**src/rtl/cpu_pkg.sv**
```systemverilog
// Shared encodings for the multi-cycle MIPS-subset control path:
// opcodes, ALU control codes, FSM state encoding and datapath select values.
package cpu_pkg;

  localparam logic [5:0] OP_RTYPE = 6'h00;
  localparam logic [5:0] OP_J     = 6'h02;
  localparam logic [5:0] OP_BEQ   = 6'h04;
  localparam logic [5:0] OP_BNE   = 6'h05;
  localparam logic [5:0] OP_ADDI  = 6'h08;
  localparam logic [5:0] OP_SLTIU = 6'h0B;
  localparam logic [5:0] OP_ORI   = 6'h0D;
  localparam logic [5:0] OP_LUI   = 6'h0F;
  localparam logic [5:0] OP_LW    = 6'h23;
  localparam logic [5:0] OP_SW    = 6'h2B;

  typedef enum logic [2:0] {
    ALU_R_TYPE = 3'd0,
    ALU_ADD    = 3'd1,
    ALU_SLTIU  = 3'd2,
    ALU_SUB    = 3'd3,
    ALU_LUI    = 3'd4,
    ALU_ORI    = 3'd5
  } alu_op_t;

  typedef enum logic [3:0] {
    S_FETCH    = 4'd0,
    S_DECODE   = 4'd1,
    S_MEM_ADDR = 4'd2,
    S_MEM_RD   = 4'd3,
    S_MEM_WB   = 4'd4,
    S_MEM_WR   = 4'd5,
    S_R_EXEC   = 4'd6,
    S_R_WB     = 4'd7,
    S_I_EXEC   = 4'd8,
    S_I_WB     = 4'd9,
    S_BRANCH   = 4'd10,
    S_JUMP     = 4'd11,
    S_TRAP     = 4'd15
  } state_t;

  typedef enum logic [1:0] {
    SRC_B_RT      = 2'd0,
    SRC_B_FOUR    = 2'd1,
    SRC_B_IMM     = 2'd2,
    SRC_B_IMM_SH2 = 2'd3
  } alu_src_b_t;

  typedef enum logic [1:0] {
    PC_SRC_ALU    = 2'd0,
    PC_SRC_ALUOUT = 2'd1,
    PC_SRC_JUMP   = 2'd2
  } pc_source_t;

endpackage

```
**src/rtl/ctrl_out_decode.sv**
```systemverilog
// Combinational control-word decode: Moore outputs per state, plus the few
// handshake/flag-qualified enables in FETCH and BRANCH.
module ctrl_out_decode
  import cpu_pkg::*;
#(
  parameter int OP_W = 6
) (
  input  logic            [3:0] state,
  input  logic       [OP_W-1:0] op,
  input  logic                  zero,
  input  logic                  mem_ready,
  output logic                  pc_write,
  output logic                  i_or_d,
  output logic                  mem_read,
  output logic                  mem_write,
  output logic                  ir_write,
  output logic                  reg_dst,
  output logic                  reg_write,
  output logic                  mem_to_reg,
  output logic                  alu_src_a,
  output logic            [1:0] alu_src_b,
  output logic            [2:0] alu_op,
  output logic            [1:0] pc_source
);

  state_t st;
  assign st = state_t'(state);

  always_comb begin
    pc_write   = 1'b0;
    i_or_d     = 1'b0;
    mem_read   = 1'b0;
    mem_write  = 1'b0;
    ir_write   = 1'b0;
    reg_dst    = 1'b0;
    reg_write  = 1'b0;
    mem_to_reg = 1'b0;
    alu_src_a  = 1'b0;
    alu_src_b  = SRC_B_RT;
    alu_op     = ALU_R_TYPE;
    pc_source  = PC_SRC_ALU;
    case (st)
      // PC+4 is computed every fetch cycle but only committed with the instruction word
      S_FETCH: begin
        mem_read  = 1'b1;
        alu_src_b = SRC_B_FOUR;
        alu_op    = ALU_ADD;
        ir_write  = mem_ready;
        pc_write  = mem_ready;
      end
      S_DECODE: begin
        alu_src_b = SRC_B_IMM_SH2;
        alu_op    = ALU_ADD;
      end
      S_R_EXEC: alu_src_a = 1'b1;
      S_R_WB: begin
        reg_write = 1'b1;
        reg_dst   = 1'b1;
      end
      S_I_EXEC: begin
        alu_src_a = 1'b1;
        alu_src_b = SRC_B_IMM;
        case (op)
          OP_SLTIU: alu_op = ALU_SLTIU;
          OP_ORI:   alu_op = ALU_ORI;
          OP_LUI:   alu_op = ALU_LUI;
          default:  alu_op = ALU_ADD;
        endcase
      end
      S_I_WB: reg_write = 1'b1;
      S_MEM_ADDR: begin
        alu_src_a = 1'b1;
        alu_src_b = SRC_B_IMM;
        alu_op    = ALU_ADD;
      end
      S_MEM_RD: begin
        mem_read = 1'b1;
        i_or_d   = 1'b1;
      end
      S_MEM_WB: begin
        reg_write  = 1'b1;
        mem_to_reg = 1'b1;
      end
      S_MEM_WR: begin
        mem_write = 1'b1;
        i_or_d    = 1'b1;
      end
      S_BRANCH: begin
        alu_src_a = 1'b1;
        alu_op    = ALU_SUB;
        pc_source = PC_SRC_ALUOUT;
        pc_write  = (op == OP_BNE) ? ~zero : zero;
      end
      S_JUMP: begin
        pc_write  = 1'b1;
        pc_source = PC_SRC_JUMP;
      end
      default: ;
    endcase
  end

endmodule

```
**src/rtl/multicycle_ctrl.sv**
```systemverilog
// Main multi-cycle control FSM: state register, opcode latch, sticky
// illegal-opcode trap and retired-instruction counter.
module multicycle_ctrl
  import cpu_pkg::*;
#(
  parameter int CNT_W = 32,
  parameter int OP_W  = 6
) (
  input  logic             clk_i,
  input  logic             rst_i,
  input  logic  [OP_W-1:0] instr_op_i,
  input  logic             zero_i,
  input  logic             mem_ready_i,
  output logic             pc_write_o,
  output logic             i_or_d_o,
  output logic             mem_read_o,
  output logic             mem_write_o,
  output logic             ir_write_o,
  output logic             reg_dst_o,
  output logic             reg_write_o,
  output logic             mem_to_reg_o,
  output logic             alu_src_a_o,
  output logic       [1:0] alu_src_b_o,
  output logic       [2:0] alu_op_o,
  output logic       [1:0] pc_source_o,
  output logic             illegal_o,
  output logic       [3:0] state_o,
  output logic [CNT_W-1:0] retired_o
);

  state_t            state_reg, state_next;
  logic   [OP_W-1:0] op_reg;
  logic              illegal_reg;
  logic  [CNT_W-1:0] retired_reg;
  logic              retire;

  logic dec_pc_write, dec_mem_read, dec_mem_write, dec_ir_write, dec_reg_write;

  always_comb begin
    state_next = state_reg;
    case (state_reg)
      S_FETCH:    if (mem_ready_i) state_next = S_DECODE;
      S_DECODE: begin
        case (instr_op_i)
          OP_RTYPE:                           state_next = S_R_EXEC;
          OP_LW, OP_SW:                       state_next = S_MEM_ADDR;
          OP_ADDI, OP_SLTIU, OP_ORI, OP_LUI:  state_next = S_I_EXEC;
          OP_BEQ, OP_BNE:                     state_next = S_BRANCH;
          OP_J:                               state_next = S_JUMP;
          default:                            state_next = S_TRAP;
        endcase
      end
      S_MEM_ADDR: state_next = (op_reg == OP_LW) ? S_MEM_RD : S_MEM_WR;
      S_MEM_RD:   if (mem_ready_i) state_next = S_MEM_WB;
      S_MEM_WR:   if (mem_ready_i) state_next = S_FETCH;
      S_R_EXEC:   state_next = S_R_WB;
      S_I_EXEC:   state_next = S_I_WB;
      S_MEM_WB, S_R_WB, S_I_WB, S_BRANCH, S_JUMP: state_next = S_FETCH;
      S_TRAP:     state_next = S_TRAP;
      default:    state_next = S_TRAP;
    endcase
  end

  // A store only retires once memory has accepted it
  always_comb begin
    retire = 1'b0;
    case (state_reg)
      S_MEM_WB, S_R_WB, S_I_WB, S_BRANCH, S_JUMP: retire = 1'b1;
      S_MEM_WR:                                   retire = mem_ready_i;
      default:                                    retire = 1'b0;
    endcase
  end

  always_ff @(posedge clk_i) begin
    if (rst_i) begin
      state_reg   <= S_FETCH;
      op_reg      <= '0;
      illegal_reg <= 1'b0;
      retired_reg <= '0;
    end else begin
      state_reg <= state_next;
      if (state_reg == S_DECODE) op_reg <= instr_op_i;
      if (state_next == S_TRAP) illegal_reg <= 1'b1;
      if (retire) retired_reg <= retired_reg + CNT_W'(1);
    end
  end

  ctrl_out_decode #(.OP_W(OP_W)) u_decode (
    .state      (state_reg),
    .op         (op_reg),
    .zero       (zero_i),
    .mem_ready  (mem_ready_i),
    .pc_write   (dec_pc_write),
    .i_or_d     (i_or_d_o),
    .mem_read   (dec_mem_read),
    .mem_write  (dec_mem_write),
    .ir_write   (dec_ir_write),
    .reg_dst    (reg_dst_o),
    .reg_write  (dec_reg_write),
    .mem_to_reg (mem_to_reg_o),
    .alu_src_a  (alu_src_a_o),
    .alu_src_b  (alu_src_b_o),
    .alu_op     (alu_op_o),
    .pc_source  (pc_source_o)
  );

  // Reset masks every side-effecting enable so an aborted instruction writes nothing
  assign pc_write_o  = dec_pc_write  & ~rst_i;
  assign mem_read_o  = dec_mem_read  & ~rst_i;
  assign mem_write_o = dec_mem_write & ~rst_i;
  assign ir_write_o  = dec_ir_write  & ~rst_i;
  assign reg_write_o = dec_reg_write & ~rst_i;

  assign illegal_o = illegal_reg;
  assign state_o   = state_reg;
  assign retired_o = retired_reg;

endmodule

```
**config.mk**
```make
export PLATFORM = sky130hd
export DESIGN_NAME = multicycle_ctrl
export DESIGN_NICKNAME = d
export VERILOG_FILES = /design/src/rtl/cpu_pkg.sv /design/src/rtl/ctrl_out_decode.sv /design/src/rtl/multicycle_ctrl.sv
export SDC_FILE = /design/constraint.sdc
export NUM_CORES = 1
export LEC_CHECK = 0
export ABC_AREA = 1
export BUFFER_PORTS_ARGS = -buffer_cell sky130_fd_sc_hd__clkbuf_2
export CORE_MARGIN = 5
export CORE_UTILIZATION = 55
export CTS_BUF_LIST = sky130_fd_sc_hd__clkbuf_16
export DETAILED_ROUTE_END_ITERATION = 16
export GPL_ROUTABILITY_DRIVEN = 0
export MAX_ROUTING_LAYER = met4
export PLACE_DENSITY = 0.83
export RECOVER_POWER = 100
export SLEW_MARGIN = 20
export SYNTH_ARGS = -nofsm -noshare
export SYNTH_HDL_FRONTEND = slang
export SYNTH_HIERARCHICAL = 1
export SYNTH_SLANG_ARGS = --single-unit
```
**constraint.sdc**
```tcl
create_clock -name clk_i -period 4.5 [get_ports clk_i]
set_clock_uncertainty 0.2 [all_clocks]
set_input_delay 0.675 -clock clk_i [delete_from_list [all_inputs] [get_ports clk_i]]
set_output_delay 0.675 -clock clk_i [all_outputs]
set_load 0.01 [all_outputs]
```
== Word-level counts from Yosys, hierarchy flattened ==
Index checks and enable logic that the tools add are counted.

* Reduce and logical (&&, ||, !) cells: 12
* Multiplexer cells: 21
* Add/sub/neg operators: 1
* Bitwise operators: 7
* Eq/ne operators: 26

{| class="wikitable"
|+ Operators by type and width
! cell !! count
|-
| 6-bit by 4-bit equality test with 1-bit output, second input constant || 7
|-
| 32-bit by 1-bit adder with 32-bit output, second input constant || 1
|-
| 4-bit case mux with 8 select lines || 1
|-
| 4-bit equality test, second input constant || 5
|-
| 4-bit case mux with 5 select lines || 1
|-
| 6-bit by 3-bit equality test with 1-bit output, second input constant || 3
|-
| 6-bit equality test, second input constant || 3
|-
| 3-bit case mux with 3 select lines || 2
|-
| 4-bit by 3-bit equality test with 1-bit output, second input constant || 4
|-
| 4-bit two-way mux || 3
|-
| 2-bit OR reduction || 5
|-
| 1-bit two-way mux || 9
|-
| 4-bit by 2-bit equality test with 1-bit output, second input constant || 2
|-
| 4-bit OR reduction || 2
|-
| 6-bit by 2-bit equality test with 1-bit output, second input constant || 1
|-
| 6-bit logical NOT || 1
|-
| 2-bit case mux with 3 select lines || 1
|-
| 3-bit OR reduction || 2
|-
| 1-bit AND || 5
|-
| 5-bit OR reduction || 1
|-
| 4-bit by 1-bit equality test with 1-bit output, second input constant || 1
|-
| 4-bit logical NOT || 1
|-
| 2-bit case mux with 2 select lines || 1
|-
| 3-bit two-way mux || 1
|-
| other kinds (3) || 4
|}

* Flip-flop bits (word level): 43
* Output and inout bits: 53
* Logic and storage cells: 71
* Bits of input ports: 10

== Logic depth before layout (Yosys ltp) ==
Gate-level depths: netlist (run 1).

* Word-level depth: 5
* Gate-level depth with buffers: 12
* Mapped depth without buffers: 12

== By module ==
The synthesis (run 1) kept the hierarchy.

{| class="wikitable"
|+ Modules (own cells, without submodules)
! module !! area each (um2) !! cells an instance !! sequential area each (um2) !! times used
|-
| multicycle_ctrl || 2636.3 || 432 || 860.8 || 1
|-
| ctrl_out_decode || 299.0 || 62 || 0.0 || 1
|}

== Least setup slack after synthesis (run 1) ==
OpenSTA, ideal clock, no wires.

* Path kind: input port to output port
* From: in rst_i
* To: out ir_write_o
* Cell stages on the path: 3
* Required time: 3.625 ns
* Data arrival time: 1.362 ns
* Setup slack: 2.263 ns
* Path buffers: 2
* Cell sequence: clkbuf_1 buf_1 nor2_1

* Longest elaborated chain between the ends: 2

{| class="wikitable"
|+ RTL lines
! item !! RTL line !! text
|-
| from (decl) || multicycle_ctrl.sv:10 || <nowiki>input logic rst_i,</nowiki>
|-
| 1-bit inverter || multicycle_ctrl.sv:111 || <nowiki>assign ir_write_o = dec_ir_write & ~rst_i;</nowiki>
|-
| 1-bit AND || multicycle_ctrl.sv:111 ||
|-
| to (decl) || multicycle_ctrl.sv:18 || <nowiki>output logic ir_write_o,</nowiki>
|}

No other way between the ends.

== Final worst setup path (run 1) ==
* From: reg state_reg[1], in the netlist state_o[1]
* To: reg retired_reg[15], in the netlist retired_o[15]

* Longest elaborated chain between the ends: 3
* Elaborated cells between the ends (all ways): 8

{| class="wikitable"
|+ RTL lines
! item !! RTL line !! text
|-
| from (decl) || multicycle_ctrl.sv:31 || <nowiki>state_t state_reg, state_next;</nowiki>
|-
| from (signal assigned) || multicycle_ctrl.sv:81 || <nowiki>state_reg <= state_next;</nowiki>
|-
| 4-bit by 3-bit equality test with 1-bit output or 4-bit equality test (tied branches) || multicycle_ctrl.sv:67 || <nowiki>case (state_reg)</nowiki>
|-
| 5-bit OR reduction || multicycle_ctrl.sv:67 ||
|-
| 1-bit case mux with 2 select lines * || multicycle_ctrl.sv:67 ||
|-
| to (signal assigned) || multicycle_ctrl.sv:84 || <nowiki>if (retire) retired_reg <= retired_reg + CNT_W'(1);</nowiki>
|-
| to (decl) || multicycle_ctrl.sv:34 || <nowiki>logic [CNT_W-1:0] retired_reg;</nowiki>
|}

Every way passes the cells marked *; elsewhere a longest branch is shown, timed or not.
A chain may end at the register's enable or synchronous reset.

==> results of run 1 <==
-- cell usage in the layout (no fill, tap or decap), drive strengths merged, types with 3 or more instances in the layout --
master  instances
clkinv          3
nand4           9
nand2         159
inv            64
o21ai          17
clkbuf         67
a21oi          34
xor2            4
nor3           16
nand3b          6
nand3          29
dfxtp          43
nor2           87
-- power groups by stage --
stage	Clock (W)	Sequential, W	Combinational, W
after CTS	0.000346	0.000509	0.000559
after global routing	0.000368	0.000518	0.000605
after detailed placement	0	0.000517	0.000556
final	0.000342	0.000508	0.000528
after global placement	0	0.000515	0.000541
after floorplan	0	0.000514	0.000401
-- kinds of logic (layout without fill, tap and decap cells) --
kind of cell,Yosys count,count (layout)
flops,43,43
compound gates,59,59
simple gates,311,311
buf+inv,75,134
xor+xnor,5,5
fa+ha+maj,1,1
-- final cells by class --
class | count | area share
clock buffers | 5 | 0.03762
clock inverters | 2 | 0.002634
inverters | 65 | 0.07336
multi-input cells | 376 | 0.5256
flip-flops and latches | 43 | 0.2588
well taps | 70 | 0.02634
repair buffers | 62 | 0.07562
-- stage by stage --
step | worst slack (ns) | power, W | hold slack [ns] | util
2_1_floorplan | 2.263 | 0.0009146 | 0.2562 | -
3_3_place_gp | 2.198 | 0.001056 | 0.2412 | 0.6388
3_5_place_dp | 2.178 | 0.001073 | 0.2402 | 0.6388
4_1_cts | 2.003 | 0.001414 | 0.2493 | 0.6648
5_1_grt | 1.165 | 0.001491 | 0.2904 | 0.6470
6_report | 1.437 | 0.001379 | 0.2497 | 0.6470
-- worst reg2reg max path, stage by stage, from the launching register on --
cell     delay [ns]
dfxtp_1        0.58
inv_2          0.08
nand2_1        0.10
nand3_1        0.09
nand2_1        0.65
inv_1          0.54
nor2_1         0.31
nand2_2        0.09
nor2_1         0.14
nand2_1        0.07
nand2_1        0.06
nor2_1         0.05
-- layer usage --
metal | GRT usage | share of wire | vias to the layer above
met4 | 0.06092 | 0.016 | 0
met1 | 0.2405 | 0.41 | 1482
met5 | - | 0 | -
li1 | - | - | 1681
met3 | 0.04158 | 0.050 | 14
met2 | 0.4395 | 0.52 | 94
-- synthesized netlist by cell type, drive strengths merged --
library cell	instances	area, sq um
nand3b	6	45.04
nand4	9	56.30
clkbuf	4	15.01
buf	6	35.03
o21bai	1	7.510
nor3b	2	20.02
o21ai	17	85.08
and2	1	6.260
nor2	87	351.6
nor3	16	112.6
dfxtp	43	860.8
and3	2	13.77
o22ai	2	18.77
xnor2	1	8.760
a21boi	1	7.510
xor2	4	35.03
a31oi	1	6.260
inv	65	244.0
nand2	159	621.8
o31a	1	8.760
o211ai	2	20.02
ha	1	12.51
nand3	29	172.7
a21oi	34	170.2
-- worst min-delay path by stage --
| stage | startpoint | endpoint | slack, ns | cells after the start |
|---|---|---|---|---|
| after detailed placement | illegal_o | illegal_o | 0.24 | 2 |
| after CTS | illegal_o | illegal_o | 0.25 | 2 |
| after global routing | illegal_o | illegal_o | 0.29 | 2 |
| after floorplan | op_reg[5] | op_reg[5] | 0.26 | 2 |
| final | illegal_o | illegal_o | 0.25 | 2 |
| after global placement | illegal_o | illegal_o | 0.24 | 2 |
==> flow_summary.yaml, run 1 <==
run_status:
  outcome: "finished, final reports clean"
routing:
  drcViolationCount: 0
  drtPass1Iterations: 5
  drtIter0Drc: 198
  vias: 3271
  final_antenna_net_count: 0
  wire_per_inst_um: 12.08
  drt_wl_total_um: 7527
  viasPerCell: 5.250
yosys:
  synth_fp_nets: 505
  synthAdderAreaFrac: 0.004263
  synth_cells: 494
  syn-cell-area_sq_um: 2935
  synth_warnings: 6
  synth-compound-area-share: 0.1104
  synth_seq_area_share: 0.2933
  synth_top_family_by_area: "simple AND/OR/NAND/NOR gates"
  synthMuxAreaShare: 0
  synthXorXnorAreaFrac: 0.01492
  yosys.area_share.simple: 0.4770
  synth_cell_types: 40
  ys_ff_latch: 43
  synth.avg_cell_area_sq_um: 5.942
cells_and_area:
  seq_area_sq_um: 860.8
  instances_no_fill: 623
  multi_input_area_sq_um: 1748
  nFillCells: 546
  n_antenna_cell: 0
  layout-drive-gt1-share: 0.07957
  largest_reg_flops: 32
  area_growth_pct: 13.30
  fin_area_sq_um: 3326
  fin_nets: 564
worst_setup_path:
  crit_chain: "inv_2, nand2_1, nand3_1, nand2_1, inv_1, nor2_1, nand2_2, nor2_1, nand2_1, nand2_1, nor2_1"
  endpoint: "retired_o[15]"
  crit_slowest_cell: "nand2_1"
  crit_path_end_kind: "flop"
  required_ns: 4.49
  crit_buf_inv: 2
  crit_start: "state_o[1]"
  slowest_delay_ns: 0.65
  worstPathArrival_ns: 3.05
  cp_num_cells: 11
  r2r_end: "retired_o[15]"
  worst-r2r-setup-slack_ns: 1.44
  start_kind: "flop"
  critical_path_class: "reg -> reg"
  r2r-start: "state_o[1]"
  ff2ff_path_depth: 11
  path_delay_family: "simple AND/OR/NAND/NOR gates"
  cp_max_fo: 27
  path_common_cell: "nand2_1"
timing:
  finalMaxSlewViolations: 0
  rsz0062_at_grt: "no"
  finalCriticalPeriod_ns: 3.063
  setup_violations: 0
  finalHoldViolations: 0
  post-route-period-util: 0.6806
  slew_headroom: 0.4393
  finalSetupTns_ns: 0
  max_slew.worst_pin.slew_ns: 0.8390
  clock.fmax_mhz: 326.5
flow_run:
  maxCapViolations: 0
floorplan:
  core_sq_um: 5140
  dieArea_sq_um: 6898
  die-height_um: 83.06
  initial_core_util: 0.5711
  io_pins: 63
  die_x_um: 83.06
  num_rows: 26
place:
  hpwl_um: 5843
  io_buffers: 62
  placed_cells: 616
  dpl-instance-area_sq_um: 3283
cts:
  cts_resized: 0
  path_clk_slew_ns: 0.06
  cts_tree: "yes"
  cts_made_buffers: 5
  root_buffer: "clkbuf_16"
  cts.path.max_buffers: 2
  cts_sinks: 43
  htree_levels: 2
  clkLatencyLatePin_ns: 0.29
  post_cts_buffers: 0
  cts_hold_buffers: 0
min_path:
  hold_path_class: "reg -> reg"
power:
  internal_power_w: 0.0007908
  pwr-share-clk: 0.248
  ir_drop_mv: 0.3718
  p_comb_frac: 0.383
  p_seq_frac: 0.369
  powerDensity_nw_per_um2: 414.5
  p_leak_nw: 1.350
  switching_share: 0.4264
  power.net_switching_w: 0.0005878
grt:
  gr-usage-all-layers: 0.2301
  antenna_found_initial: 0
  grt.overflow.total: 0
  grt_pass1_vias: 3185
  grt_pass1_wl_um: 13280
  grt_start_max_net_pins: 29
Note: power is estimated with default switching activity, not from simulation.
==> run 2, diff against run 1 <==
==> constraint.sdc (replaced) <==
create_clock -name clk_i -period 2.9 [get_ports clk_i]
set_clock_uncertainty 0.2 [all_clocks]
set_input_delay 0.435 -clock clk_i [delete_from_list [all_inputs] [get_ports clk_i]]
set_output_delay 0.435 -clock clk_i [all_outputs]
set_load 0.01 [all_outputs]
==> run 2 against run 1 <==
Cell count increased by 0.48%. Worst hold slack got worse by 0.028 ns. Global-route usage increased by 0.85 points. Total power increased by 56%. Worst setup slack got worse by 0.93 ns. Via count increased by 2.1%. Sequential power increased by 55%. Die area unchanged. Register-to-register slack got worse by 0.84 ns.
==> flow_summary.yaml, run 2 (synthesis results as in run 1) <==
run_status:
  outcome: "finished, final reports clean"
cells_and_area:
  nFillCells: 515
  multi_input_area_sq_um: 1743
  n_antenna_cell: 0
  final_common_cell: "nand2_1"
  layout-drive-gt1-share: 0.08094
  largest_reg_flops: 32
  seq_area_sq_um: 860.8
  most-common-layout-cells: "155 x nand2_1, 84 x nor2_1, 61 x inv_1"
  area_growth_pct: 13.68
  fin_area_sq_um: 3337
  fin_nets: 566
floorplan:
  num_rows: 26
  die-height_um: 83.06
  die_x_um: 83.06
  dieArea_sq_um: 6898
  core_sq_um: 5140
  initial_core_util: 0.5711
  io_pins: 63
cts:
  clkLatencyLatePin_ns: 0.29
  cts_sinks: 43
  htree_levels: 2
  cts.path.max_buffers: 2
  cts_tree: "yes"
  cts_resized: 0
  path_clk_slew_ns: 0.06
  cts_hold_buffers: 0
  post_cts_buffers: 0
  root_buffer: "clkbuf_16"
  cts_made_buffers: 5
timing:
  finalMaxSlewViolations: 0
  max_slew.worst_pin.slew_ns: 0.5588
  setup_violations: 0
  post-route-period-util: 0.8239
  finalSetupTns_ns: 0
  finalHoldViolations: 0
  slew_headroom: 0.6270
  clock.fmax_mhz: 418.5
  rsz0062_at_grt: "no"
  finalCriticalPeriod_ns: 2.389
min_path:
  hp-start: "instr_op_i[4]"
  holdPathStages: 3
  hold_end: "op_reg[4]"
  hold_path_class: "in -> reg"
worst_setup_path:
  cp_max_fo: 10
  r2r-start: "retired_o[0]"
  required_ns: 2.27
  ff2ff_path_depth: 9
  critical_path_class: "reg -> out"
  worstPathArrival_ns: 1.75
  start_kind: "flop"
  r2r_end: "retired_o[16]"
  crit_path_end_kind: "output pin"
  worst-r2r-setup-slack_ns: 0.60
grt:
  antenna_found_initial: 0
  use_met1: 0.2459
  grt_start_max_net_pins: 28
  grt.overflow.total: 0
  grt_pass1_wl_um: 13610
  busiest_layer: "met2"
  grtUsageMet3: 0.05446
  grtUsageMet2: 0.4293
  gr-usage-all-layers: 0.2386
  grt_pass1_vias: 3222
routing:
  drtIter0Drc: 210
  final_antenna_net_count: 0
  drt_wl_total_um: 7795
  wire_per_inst_um: 12.45
  viasPerCell: 5.334
  vias: 3339
  drtPass1Iterations: 5
  drcViolationCount: 0
power:
  p_seq_frac: 0.365
  power.net_switching_w: 0.0009216
  pwr-share-clk: 0.248
  p_comb_frac: 0.387
  powerDensity_nw_per_um2: 646.4
  internal_power_w: 0.001235
  switching_share: 0.4273
  ir_drop_mv: 0.5118
  p_leak_nw: 1.374
place:
  dpl-instance-area_sq_um: 3298
  hpwl_um: 6045
  io_buffers: 62
flow_run:
  maxCapViolations: 0
-- run 2: cell count changes in the layout (fill, tap and decap cells not counted) --
cell / previous run / this run
inv_1: 59 / 61
clkbuf_2: 15 / 16
o21ai_1: 0 / 1
nor3_2: 2 / 1
nand3_1: 25 / 26
o21ai_0: 17 / 16
buf_4: 0 / 1
clkinv_1: 2 / 0
nand2_2: 3 / 2
nand2_4: 1 / 2
nor3_1: 12 / 13
nand3_2: 3 / 2
inv_2: 5 / 6
-- run 2: layout make-up --
| type | count | area share |
|---|---|---|
| flip-flops and latches | 43 | 0.2580 |
| clock buffers | 5 | 0.03750 |
| well taps | 70 | 0.02625 |
| inverters | 65 | 0.07312 |
| multi-input cells | 376 | 0.5223 |
| clock inverters | 3 | 0.003750 |
| repair buffers | 64 | 0.07912 |
-- run 2: worst max-delay path by stage --
stage                  from            end  slack [ns]  cells past startpoint
2_1_floorplan  retired_o[0]  retired_o[16]        1.02                     10
3_3_place_gp     state_o[1]  retired_o[15]        0.83                     11
3_5_place_dp     state_o[0]  retired_o[15]        0.72                     11
4_1_cts          state_o[3]     pc_write_o        0.64                      7
5_1_grt          state_o[3]     pc_write_o        0.33                      7
6_report         state_o[3]     pc_write_o        0.51                      7
-- run 2: metrics by stage --
stage / power [W] / utilization / hold WS [ns] / std cells / setup slack (ns)
6_report: 0.002157 / 0.6492 / 0.2212 / 626 / 0.5108
3_5_place_dp: 0.001683 / 0.6417 / 0.2488 / 618 / 0.7163
3_3_place_gp: 0.001655 / 0.6417 / 0.2426 / 618 / 0.8282
5_1_grt: 0.002338 / 0.6492 / 0.2538 / 626 / 0.3300
4_1_cts: 0.002224 / 0.6685 / 0.2248 / 626 / 0.6366
2_1_floorplan: 0.001419 / - / 0.2562 / 494 / 1.025
-- run 2: power groups by stage --
stage	clock network [W]	logic (W)	registers, W
3_5_place_dp	0	0.000880	0.000803
3_3_place_gp	0	0.000864	0.000791
2_1_floorplan	0	0.000622	0.000797
4_1_cts	0.000546	0.000888	0.000790
5_1_grt	0.000576	0.000959	0.000802
6_report	0.000534	0.000836	0.000787
-- run 2: critical path: stages (launching register included) --
cell and delay, ns:
dfxtp_1 0.51, nand2_1 0.23, nor2_1 0.29, nand3_2 0.11
nand2_1 0.06, inv_1 0.04, nor2_1 0.08, clkbuf_2 0.14
-- run 2: per-layer routing --
| metal | up-vias | share of wire |
|---|---|---|
| li1 | 1696 | - |
| met1 | 1480 | 0.40 |
| met2 | 127 | 0.50 |
| met3 | 36 | 0.066 |
| met4 | 0 | 0.043 |
| met5 | - | 0 |
